## src/rtl/cache_pmem_arbiter_if.sv

```systemverilog
// Bundle of cache-miss and physical-memory port signals seen by the arbiter.
// The slave modport is the arbiter's view; master is the caches plus memory.
interface cache_pmem_arbiter_if #(
   parameter int s_line = 256,
   parameter int s_addr = 32
);
   logic              i_pmem_read;
   logic [s_addr-1:0] i_pmem_address;
   logic [s_line-1:0] i_pmem_rdata;
   logic              i_pmem_resp;

   logic              d_pmem_read;
   logic              d_pmem_write;
   logic [s_addr-1:0] d_pmem_address;
   logic [s_line-1:0] d_pmem_wdata;
   logic [s_line-1:0] d_pmem_rdata;
   logic              d_pmem_resp;

   logic              pmem_read;
   logic              pmem_write;
   logic [s_addr-1:0] pmem_address;
   logic [s_line-1:0] pmem_wdata;
   logic [s_line-1:0] pmem_rdata;
   logic              pmem_resp;

   modport slave (
      input  i_pmem_read, i_pmem_address,
      output i_pmem_rdata, i_pmem_resp,
      input  d_pmem_read, d_pmem_write, d_pmem_address, d_pmem_wdata,
      output d_pmem_rdata, d_pmem_resp,
      output pmem_read, pmem_write, pmem_address, pmem_wdata,
      input  pmem_rdata, pmem_resp
   );

   modport master (
      output i_pmem_read, i_pmem_address,
      input  i_pmem_rdata, i_pmem_resp,
      output d_pmem_read, d_pmem_write, d_pmem_address, d_pmem_wdata,
      input  d_pmem_rdata, d_pmem_resp,
      input  pmem_read, pmem_write, pmem_address, pmem_wdata,
      output pmem_rdata, pmem_resp
   );
endinterface

```

## src/rtl/cache_pmem_arbiter.sv

```systemverilog
// Round-robin arbiter sharing one physical-memory port between the I-cache
// and D-cache miss paths, with saturating grant/conflict debug counters.
//
// state  | meaning
// IDLE   | no transaction; arbitrate and latch the winner on this edge
// BUSY_I | I-side fill in flight, memory strobes from latched registers
// BUSY_D | D-side fill or writeback in flight
module cache_pmem_arbiter #(
   parameter int s_line = 256,
   parameter int s_addr = 32,
   parameter int cnt_w  = 32
) (
   input  logic             clk,
   input  logic             rst,
   cache_pmem_arbiter_if.slave bus,
   output logic [cnt_w-1:0] i_grant_cnt,
   output logic [cnt_w-1:0] d_grant_cnt,
   output logic [cnt_w-1:0] conflict_cnt,
   output logic             op_error
);

   typedef enum logic [1:0] {IDLE, BUSY_I, BUSY_D} state_t;

   state_t            state, state_next;
   logic              last_d;
   logic              lat_write;
   logic [s_addr-1:0] lat_addr;
   logic [s_line-1:0] lat_wdata;

   logic req_i, req_d, grant_i, grant_d, busy;

   assign req_i   = bus.i_pmem_read;
   assign req_d   = bus.d_pmem_read | bus.d_pmem_write;
   // On a tie the side that did not win last time goes first.
   assign grant_i = (state == IDLE) & req_i & (~req_d | last_d);
   assign grant_d = (state == IDLE) & req_d & ~grant_i;

   always_ff @(posedge clk or negedge rst) begin
      if (!rst) state <= IDLE;
      else      state <= state_next;
   end

   always_comb begin
      state_next      = state;
      busy            = 1'b0;
      bus.i_pmem_resp = 1'b0;
      bus.d_pmem_resp = 1'b0;
      case (state)
         IDLE: begin
            if (grant_i)      state_next = BUSY_I;
            else if (grant_d) state_next = BUSY_D;
         end
         BUSY_I: begin
            busy            = 1'b1;
            bus.i_pmem_resp = bus.pmem_resp;
            if (bus.pmem_resp) state_next = IDLE;
         end
         BUSY_D: begin
            busy            = 1'b1;
            bus.d_pmem_resp = bus.pmem_resp;
            if (bus.pmem_resp) state_next = IDLE;
         end
         default: state_next = IDLE;
      endcase
   end

   // Strobes are decoded from the state register so reset drops them at once.
   assign bus.pmem_read    = busy & ~lat_write;
   assign bus.pmem_write   = busy & lat_write;
   assign bus.pmem_address = lat_addr;
   assign bus.pmem_wdata   = lat_wdata;
   assign bus.i_pmem_rdata = bus.pmem_rdata;
   assign bus.d_pmem_rdata = bus.pmem_rdata;

   always_ff @(posedge clk or negedge rst) begin
      if (!rst) begin
         last_d       <= 1'b1;
         lat_write    <= 1'b0;
         lat_addr     <= '0;
         lat_wdata    <= '0;
         i_grant_cnt  <= '0;
         d_grant_cnt  <= '0;
         conflict_cnt <= '0;
         op_error     <= 1'b0;
      end else begin
         if (grant_i) begin
            lat_addr  <= bus.i_pmem_address;
            lat_write <= 1'b0;
            last_d    <= 1'b0;
            if (~&i_grant_cnt) i_grant_cnt <= i_grant_cnt + cnt_w'(1);
         end
         if (grant_d) begin
            lat_addr  <= bus.d_pmem_address;
            lat_wdata <= bus.d_pmem_wdata;
            lat_write <= bus.d_pmem_write;
            last_d    <= 1'b1;
            if (~&d_grant_cnt) d_grant_cnt <= d_grant_cnt + cnt_w'(1);
            // Read and write together is illegal; the write wins, flag sticks.
            if (bus.d_pmem_read & bus.d_pmem_write) op_error <= 1'b1;
         end
         if ((state == IDLE) & req_i & req_d & ~&conflict_cnt)
            conflict_cnt <= conflict_cnt + cnt_w'(1);
      end
   end

endmodule

```

## src/flat_wrapper.sv

```systemverilog
// flat-port wrapper written by rule: the top's interface ports become plain ports
module cache_pmem_arbiter_flat 
#(
   parameter int s_line = 256,
   parameter int s_addr = 32,
   parameter int cnt_w  = 32
)
  (clk, rst, i_grant_cnt, d_grant_cnt, conflict_cnt, op_error, bus_i_pmem_read, bus_i_pmem_address, bus_i_pmem_rdata, bus_i_pmem_resp, bus_d_pmem_read, bus_d_pmem_write, bus_d_pmem_address, bus_d_pmem_wdata, bus_d_pmem_rdata, bus_d_pmem_resp, bus_pmem_read, bus_pmem_write, bus_pmem_address, bus_pmem_wdata, bus_pmem_rdata, bus_pmem_resp);
  cache_pmem_arbiter_if #(.s_line(s_line), .s_addr(s_addr)) bus_i ();
  input  logic clk;
  input  logic rst;
  output logic [cnt_w-1:0] i_grant_cnt;
  output logic [cnt_w-1:0] d_grant_cnt;
  output logic [cnt_w-1:0] conflict_cnt;
  output logic op_error;
  input wire logic [$bits(bus_i.i_pmem_read)-1:0] bus_i_pmem_read;
  input wire logic [$bits(bus_i.i_pmem_address)-1:0] bus_i_pmem_address;
  output wire logic [$bits(bus_i.i_pmem_rdata)-1:0] bus_i_pmem_rdata;
  output wire logic [$bits(bus_i.i_pmem_resp)-1:0] bus_i_pmem_resp;
  input wire logic [$bits(bus_i.d_pmem_read)-1:0] bus_d_pmem_read;
  input wire logic [$bits(bus_i.d_pmem_write)-1:0] bus_d_pmem_write;
  input wire logic [$bits(bus_i.d_pmem_address)-1:0] bus_d_pmem_address;
  input wire logic [$bits(bus_i.d_pmem_wdata)-1:0] bus_d_pmem_wdata;
  output wire logic [$bits(bus_i.d_pmem_rdata)-1:0] bus_d_pmem_rdata;
  output wire logic [$bits(bus_i.d_pmem_resp)-1:0] bus_d_pmem_resp;
  output wire logic [$bits(bus_i.pmem_read)-1:0] bus_pmem_read;
  output wire logic [$bits(bus_i.pmem_write)-1:0] bus_pmem_write;
  output wire logic [$bits(bus_i.pmem_address)-1:0] bus_pmem_address;
  output wire logic [$bits(bus_i.pmem_wdata)-1:0] bus_pmem_wdata;
  input wire logic [$bits(bus_i.pmem_rdata)-1:0] bus_pmem_rdata;
  input wire logic [$bits(bus_i.pmem_resp)-1:0] bus_pmem_resp;
  assign bus_i.i_pmem_read = bus_i_pmem_read;
  assign bus_i.i_pmem_address = bus_i_pmem_address;
  assign bus_i_pmem_rdata = bus_i.i_pmem_rdata;
  assign bus_i_pmem_resp = bus_i.i_pmem_resp;
  assign bus_i.d_pmem_read = bus_d_pmem_read;
  assign bus_i.d_pmem_write = bus_d_pmem_write;
  assign bus_i.d_pmem_address = bus_d_pmem_address;
  assign bus_i.d_pmem_wdata = bus_d_pmem_wdata;
  assign bus_d_pmem_rdata = bus_i.d_pmem_rdata;
  assign bus_d_pmem_resp = bus_i.d_pmem_resp;
  assign bus_pmem_read = bus_i.pmem_read;
  assign bus_pmem_write = bus_i.pmem_write;
  assign bus_pmem_address = bus_i.pmem_address;
  assign bus_pmem_wdata = bus_i.pmem_wdata;
  assign bus_i.pmem_rdata = bus_pmem_rdata;
  assign bus_i.pmem_resp = bus_pmem_resp;
  cache_pmem_arbiter #(.s_line(s_line), .s_addr(s_addr), .cnt_w(cnt_w)) u_core (.clk(clk), .rst(rst), .bus(bus_i), .i_grant_cnt(i_grant_cnt), .d_grant_cnt(d_grant_cnt), .conflict_cnt(conflict_cnt), .op_error(op_error));
endmodule
```

## config.mk

```make
export PLATFORM = sky130hd
export DESIGN_NAME = cache_pmem_arbiter_flat
export DESIGN_NICKNAME = d
export VERILOG_FILES = /design/src/rtl/cache_pmem_arbiter_if.sv /design/src/rtl/cache_pmem_arbiter.sv /design/src/flat_wrapper.sv
export SDC_FILE = /design/constraint.sdc
export NUM_CORES = 1
export LEC_CHECK = 0
export CAP_MARGIN = 20
export CORE_AREA = 2 2 579 581
export DETAILED_ROUTE_END_ITERATION = 16
export DIE_AREA = 0 0 581 583
export GPL_TIMING_DRIVEN = 0
export HOLD_SLACK_MARGIN = 0.02
export PLACE_DENSITY = 0.32
export SETUP_SLACK_MARGIN = 0.5
export SLEW_MARGIN = 20
export SYNTH_ARGS = -nofsm -noshare
export SYNTH_HDL_FRONTEND = slang
export SYNTH_SLANG_ARGS = --single-unit
```

## constraint.sdc

```tcl
create_clock -name clk -period 2.7 [get_ports clk]
set_input_delay 0.54 -clock clk [delete_from_list [all_inputs] [get_ports clk]]
set_output_delay 0.54 -clock clk [all_outputs]
set_load 0.01 [all_outputs]
```

==> metrics.yaml, run 1 <==
crit_path_top_delay_cell: "dfrtp_1"
fp.dieW_um: 581
synth-main-ff-cell: "dfrtp_1"
drt.antenna.violating_nets: 0
setup_viol: 0
initial_core_util_pct: 5.93
clock_latency_ns: 0.70
crit_arrival_ns: 1.73
vdd_ir_drop_max_mv: 0.472
cts_buffers: 57
busiest_layer: "met2"
powerDensity_nw_per_um2: 842
critical-path-top-delay-family: "flip-flops"
wl_per_cell_um: 22.2
synthTopCellsByArea: "dfrtp_1 (49%), buf_4 (20%), nand2_1 (17%)"
syn-cell-area_um2: 19700
drt-initial-drc-count: 903
final_cells: 7999
drive_above_1_share_pct: 25.8
synth_common_cells: "nand2_1 (876), buf_4 (512), dfrtp_1 (388)"
fin_area_um2: 41400
ys_seq_elements: 389
use_met2_pct: 16.2
crit_path_start_kind: "register"
worstSetupPathType: "register to output pin"
synth.most_common_cell: "nand2_1"
switchingPower_w: 0.0149
power_leakage_nw: 20.1
status: "finished clean"
drtPass1Iterations: 5
coreArea_um2: 332000
die_y_um: 583
crit_path_end_kind: "output pin"
drc_errors: 0
post-route-min-period_ns: 2.27
wl_mm: 177
fin_tns_setup_ns: 0
rsz0062_at_grt: "true"
p_seq_share_pct: 28.0
yosys.area.top_type_share_pct: 49.3
total_power_w: 0.0349
clockBufferDepth: 3
power.share.switching_pct: 42.9
internal_power_w: 0.0199
slew_headroom_pct: 55.7
ys_types: 54
required_ns: 2.16
dp_hpwl_mm: 154
grt_max_degree: 83
async_flop_share_pct: 100
pwr-share-comb_pct: 48.7
max_freq_mhz: 440
clock_skew_ns: 0.0276
numClockSinks: 389
period_share_pct: 84.2
path_cells: "inv_2 > ha_4 > nor2b_4 > buf_6"
clkPwrFrac_pct: 23.3
hold_violations: 0
avgSynthCellArea_um2: 8.90
ys_warn_count: 0
antenna_found_initial: 49
clk_pin_slew_ns: 0.06
use_met3_pct: 6.29
yosysTopAreaCell: "dfrtp_1"
min_path_type: "input port to async pin"
core.rowCount: 212
cp.buffers_inverters: 2
clock_tree.root_cell: "clkbuf_16"
htree_levels: 2
placed_area_um2: 37700
grt_pass1_wl_mm: 221
place.gp.congestion: 0.889
gr-total-overflow: 0
synth-edff-count: 0
die_area_um2: 339000
tritoncts: "done"
critPathMaxFanout: 3
grt_usage_pct: 9.97
setup_slack_ns: 0.426
post-place-ws_ns: -1.45
io_pins: 1483
dp.cells: 7836
synth_cells: 2213
port_buffers: 1226
synth_seq_area_share_pct: 49.4
route.vias.total: 20100
tightest_slew_ns: 0.663
grt_pass1_vias: 20800
fin_nets: 4140
max_stage_delay_ns: 0.37
slew_viol_final: 0
syn_nets: 2801
viasPerCell: 2.51
maxCapViolCount: 0
use_met1_pct: 10.9
syn_to_final_growth_pct: 110
==> sequential cells by signal (all words and copies together), names as in the netlist <==
name and cells:
u_core.bus.pmem_address 32, u_core.op_error 1, u_core.bus.pmem_wdata 256, u_core.state 2
u_core.i_grant_cnt 32, u_core.lat_write 1, u_core.last_d 1, u_core.d_grant_cnt 32
u_core.conflict_cnt 32
==> per-layer routing <==
| layer | wire length, µm | up-vias |
|---|---|---|
| li1 | - | 9200 |
| met1 | 66200 | 9634 |
| met2 | 82000 | 1105 |
| met3 | 25300 | 152 |
| met4 | 3740 | 18 |
| met5 | 108 | - |
==> cells in the final DEF (no fill, tap or decap), drive strengths merged, types with 2 or more instances in the layout <==
cell             n
nand2          876
clkdlybuf4s50  835
buf            625
dfrtp          388
dlymetal6s2s   179
clkbuf         117
dlygate4sd2    104
clkdlybuf4s15   86
xor2            54
xnor2           34
nand3           34
a22oi           32
nor2            31
nand4           27
nor3            26
nor4            21
diode           17
and3            14
and4            13
clkinv          10
inv             10
bufinv           7
a21oi            7
and2             7
ha               6
nor3b            5
nor4b            5
or2              4
o21ai            4
mux2             3
clkinvlp         3
a31oi            3
nor2b            3
o2111ai          2
clkdlybuf4s18    2
or4b             2
==> stage by stage <==
step | utilization (%) | hold WS (ns)
global route | 12.4 | 0.282
CTS | 12.1 | 0.218
global placement | 11.3 | 0.464
detailed placement | 11.4 | 0.461
floorplan | - | 0.244
finish | 12.5 | 0.330
==> logic make-up (layout without fill, tap and decap cells) <==
kind of cell    after synthesis  in the layout  share of synthesized area [%]
fa+ha+maj                     6              6                          0.381
simple gates               1072           1072                           22.7
other cells                   0             17                              0
buf+inv                     597           1979                           21.2
mux                           4              4                          0.222
xor+xnor                     88             88                           3.91
flops                       389            389                           49.4
compound gates               57             57                           2.15
==> timing repair <==
item | 4_1_cts | 5_1_grt
gates resized for setup | 594 | 381
buffers inserted | 26 | 13
hold buffers | 1 | 0
endpoints found under the hold margin | 45 | 0
endpoints found under the setup margin | 767 | 515
pin swaps | 10 | 14
gates cloned | 1 | 3
==> path summary, 6_finish.rpt <==
kind / to / from / slack, ns / cells after the start
setup / recovery: bus_pmem_read / u_core.state[1] / 0.43 / 4
hold / removal: u_core.conflict_cnt[14] / rst / 0.33 / 2
setup reg to reg: u_core.d_grant_cnt[21] / u_core.state[0] / 0.52 / 11
hold reg to reg: u_core.bus.pmem_wdata[212] / u_core.bus.pmem_wdata[212] / 0.47 / 2
max in group asynchronous: u_core.bus.pmem_wdata[226] / rst / 0.98 / 4
min in group clk: u_core.bus.pmem_wdata[254] / bus_d_pmem_wdata[254] / 0.35 / 3
==> power by group through the flow <==
stage,clock network (W),logic (W),registers [W]
final,0.00812,0.0170,0.00975
after global routing,0.00869,0.0188,0.0100
after CTS,0.00854,0.0177,0.00982
after detailed placement,0,0.0174,0.00986
after global placement,0,0.0174,0.00986
after floorplan,0,0.00435,0.0104
==> final cells by class <==
type	count	area, µm²
multi-input combinational	1227	6210
antenna	17	42.5
sequential	389	9770
timing repair buffer	1280	13300
clock inverter	22	329
clock buffer	80	1630
tap	4387	5490
inverter	8	30.0
fill	38100	291000
buffer	589	4570
(Power assumes the default switching activity.)
==> run 2, diff against run 1 <==
Clock period 2.7 ns to 2.1 ns, I/O delays scaled along.
==> run 2 against run 1 <==
Against the previous run:
- the run now ends with negative setup slack left
- register-to-register slack worse by 0.58 ns
- clock-buffer cell count is 3 higher
- critical path type unchanged
- sequential power is 34% higher
- critical path depth stayed put
- routed wire length is 13% higher
- first-iteration DRC count is 2.8% lower
- hold slack worse by 0.12 ns
- utilization is 1.5 points higher
- highest routed layer unchanged
- non-clock buffer count is 260 higher
- global-route usage is 1.2 points higher
- final cell count is 3.3% higher
==> metrics.yaml, run 2 (synthesized netlist as in run 1, its figures left out) <==
period_share_pct: 105
power_leakage_nw: 20.8
final_cells: 8261
worstSetupPathType: "register to output pin"
seq_area_um2: 9820
layout_commonest_cell: "clkdlybuf4s50_1"
min_path_type: "input port to register"
viasPerCell: 2.57
drt-initial-drc-count: 878
crit_path_start_kind: "register"
clock_skew_ns: 0.0412
route.vias.total: 21300
wl_mm: 200
fin_tns_setup_ns: -0.383
clock_tree.root_cell: "clkbuf_16"
rr_startpoint: "u_core.state[1]"
slew_viol_final: 0
fin_nets: 4404
crit_arrival_ns: 1.79
hold_violations: 0
largest_register_ffs: 256
antenna_found_initial: 73
rsz0062_at_grt: "true"
slew_headroom_pct: 35.9
crit_path_end_kind: "output pin"
coreArea_um2: 332000
critical-path-top-delay-family: "flip-flops"
path_cells: "inv_2 > ha_4 > nor2b_4 > buf_6"
dp.cells: 7836
holdPathStages: 3
die_area_um2: 339000
reg2reg_to: "u_core.conflict_cnt[20]"
hold_end: "u_core.bus.pmem_wdata[180]"
drt.antenna.violating_nets: 0
cp.buffers_inverters: 2
clk_pin_slew_ns: 0.07
grt_pass1_wl_mm: 242
drive_above_1_share_pct: 47.5
port_buffers: 1226
max_stage_delay_ns: 0.36
place.gp.congestion: 0.833
numClockSinks: 389
grt_usage_pct: 11.2
io_pins: 1483
r2r_setup_slack_ns: -0.06
fillers: 37700
maxCapViolCount: 0
switchingPower_w: 0.0232
grt_pass1_vias: 21100
core.rowCount: 212
fp.dieW_um: 581
critPathMaxFanout: 3
drc_errors: 0
internal_power_w: 0.0313
pwr-share-comb_pct: 55.5
post-place-ws_ns: -1.10
syn_to_final_growth_pct: 136
htree_levels: 2
drtPass1Iterations: 5
dp_hpwl_mm: 171
setup_slack_ns: -0.112
r2r_cells: 10
worstHoldStart: "bus_d_pmem_wdata[180]"
initial_core_util_pct: 5.93
multiInputGateArea_um2: 8100
most-common-layout-cells: "clkdlybuf4s50_1 (836), buf_4 (736), nand2_1 (625)"
gr-total-overflow: 0
required_ns: 1.68
post-route-min-period_ns: 2.21
violations: "negative setup slack"
clockBufferDepth: 3
clkPwrFrac_pct: 20.4
cts_buffers: 61
wl_per_cell_um: 24.3
crit_path_top_delay_cell: "dfrtp_1"
status: "complete, but fails checks"
grt_max_degree: 84
powerDensity_nw_per_um2: 1170
clock_latency_ns: 0.74
die_y_um: 583
max_freq_mhz: 452
setup_viol: 11
p_seq_share_pct: 24.1
tightest_slew_ns: 0.959
vdd_ir_drop_max_mv: 0.667
power.share.switching_pct: 42.5
tritoncts: "done"
holdWs_ns: 0.211
[run 2: cell count changes in the layout (fill, tap and decap cells not counted), moves of 27 or more]
| cell | before | now |
|---|---|---|
| clkbuf_16 | 61 | 107 |
| buf_6 | 30 | 297 |
| clkbuf_2 | 18 | 76 |
| buf_12 | 7 | 34 |
| dfrtp_1 | 363 | 324 |
| dfrtp_2 | 25 | 64 |
| nand2_4 | 2 | 78 |
| clkdlybuf4s15_2 | 78 | 2 |
| dlygate4sd2_1 | 104 | 1 |
| nand2_1 | 861 | 625 |
| buf_4 | 553 | 736 |
| nand2_2 | 10 | 155 |
| dlymetal6s2s_1 | 179 | 9 |
| buf_8 | 6 | 54 |
[run 2: worst max-delay path by stage]
stage                               startpoint                   endpoint  slack [ns]  cells past startpoint
floorplan                      u_core.state[1]     u_core.d_grant_cnt[26]        0.12                     10
global placement                           rst    u_core.conflict_cnt[12]      -22.39                      1
detailed placement            bus_d_pmem_write  u_core.bus.pmem_wdata[49]       -1.10                      8
CTS                 u_core.bus.pmem_wdata[123]        bus_pmem_wdata[123]       -0.28                      1
global route                   u_core.state[1]              bus_pmem_read       -0.24                      4
finish                         u_core.state[1]              bus_pmem_read       -0.11                      4
[run 2: repair_timing]
action / in CTS / in global routing
hold buffers: 2 / 0
buffers inserted: 52 / 219
pin swaps: 27 / 255
gates cloned: 10 / 21
setup endpoints to repair: 792 / 809
gates resized for setup: 932 / 1961
endpoints found under the hold margin: 139 / 0
[run 2: area by class of cell]
cell class | instances | area share, %
diodes | 16 | 0.0862
plain buffers | 589 | 10.9
clock buffers | 83 | 3.70
clock inverters | 22 | 0.751
inverters | 8 | 0.0646
multi-input cells | 1227 | 17.4
flip-flops and latches | 389 | 21.1
well taps | 4387 | 11.8
repair buffers | 1540 | 34.2
[run 2: power by group through the flow]
stage	logic, W	registers, W	clock network [W]
3_3_place_gp	0.0241	0.0125	0
2_1_floorplan	0.00581	0.0134	0
6_report	0.0303	0.0131	0.0111
4_1_cts	0.0271	0.0127	0.0118
5_1_grt	0.0332	0.0135	0.0120
3_5_place_dp	0.0240	0.0126	0
[run 2: through the flow]
| stage | util [%] | cell area, µm² | power [W] |
|---|---|---|---|
| after floorplan | - | 20200 | 0.0192 |
| after global placement | 11.4 | 38000 | 0.0366 |
| final | 14.0 | 46500 | 0.0545 |
| after global routing | 14.0 | 46500 | 0.0586 |
| after CTS | 12.7 | 42400 | 0.0516 |
| after detailed placement | 11.5 | 38200 | 0.0365 |
[run 2: per-layer routing]
layer  global-route usage, %  up-vias  wire length [µm]
met3                    7.95      258             31800
met4                    2.94       20              6300
li1                        -     9730                 -
met1                    11.4    10200             69600
met5                       0        -               142
met2                    18.3     1087             92600
[run 2: worst register-to-register path, stage by stage, from the launching register on]
cell and delay, ns:
dfrtp_1 0.39, inv_2 0.08, ha_4 0.13, buf_8 0.12, o211ai_1 0.18, buf_6 0.22, nor4_4 0.24, buf_6 0.18
nand3_4 0.10, nor4_4 0.24, xor2_1 0.18
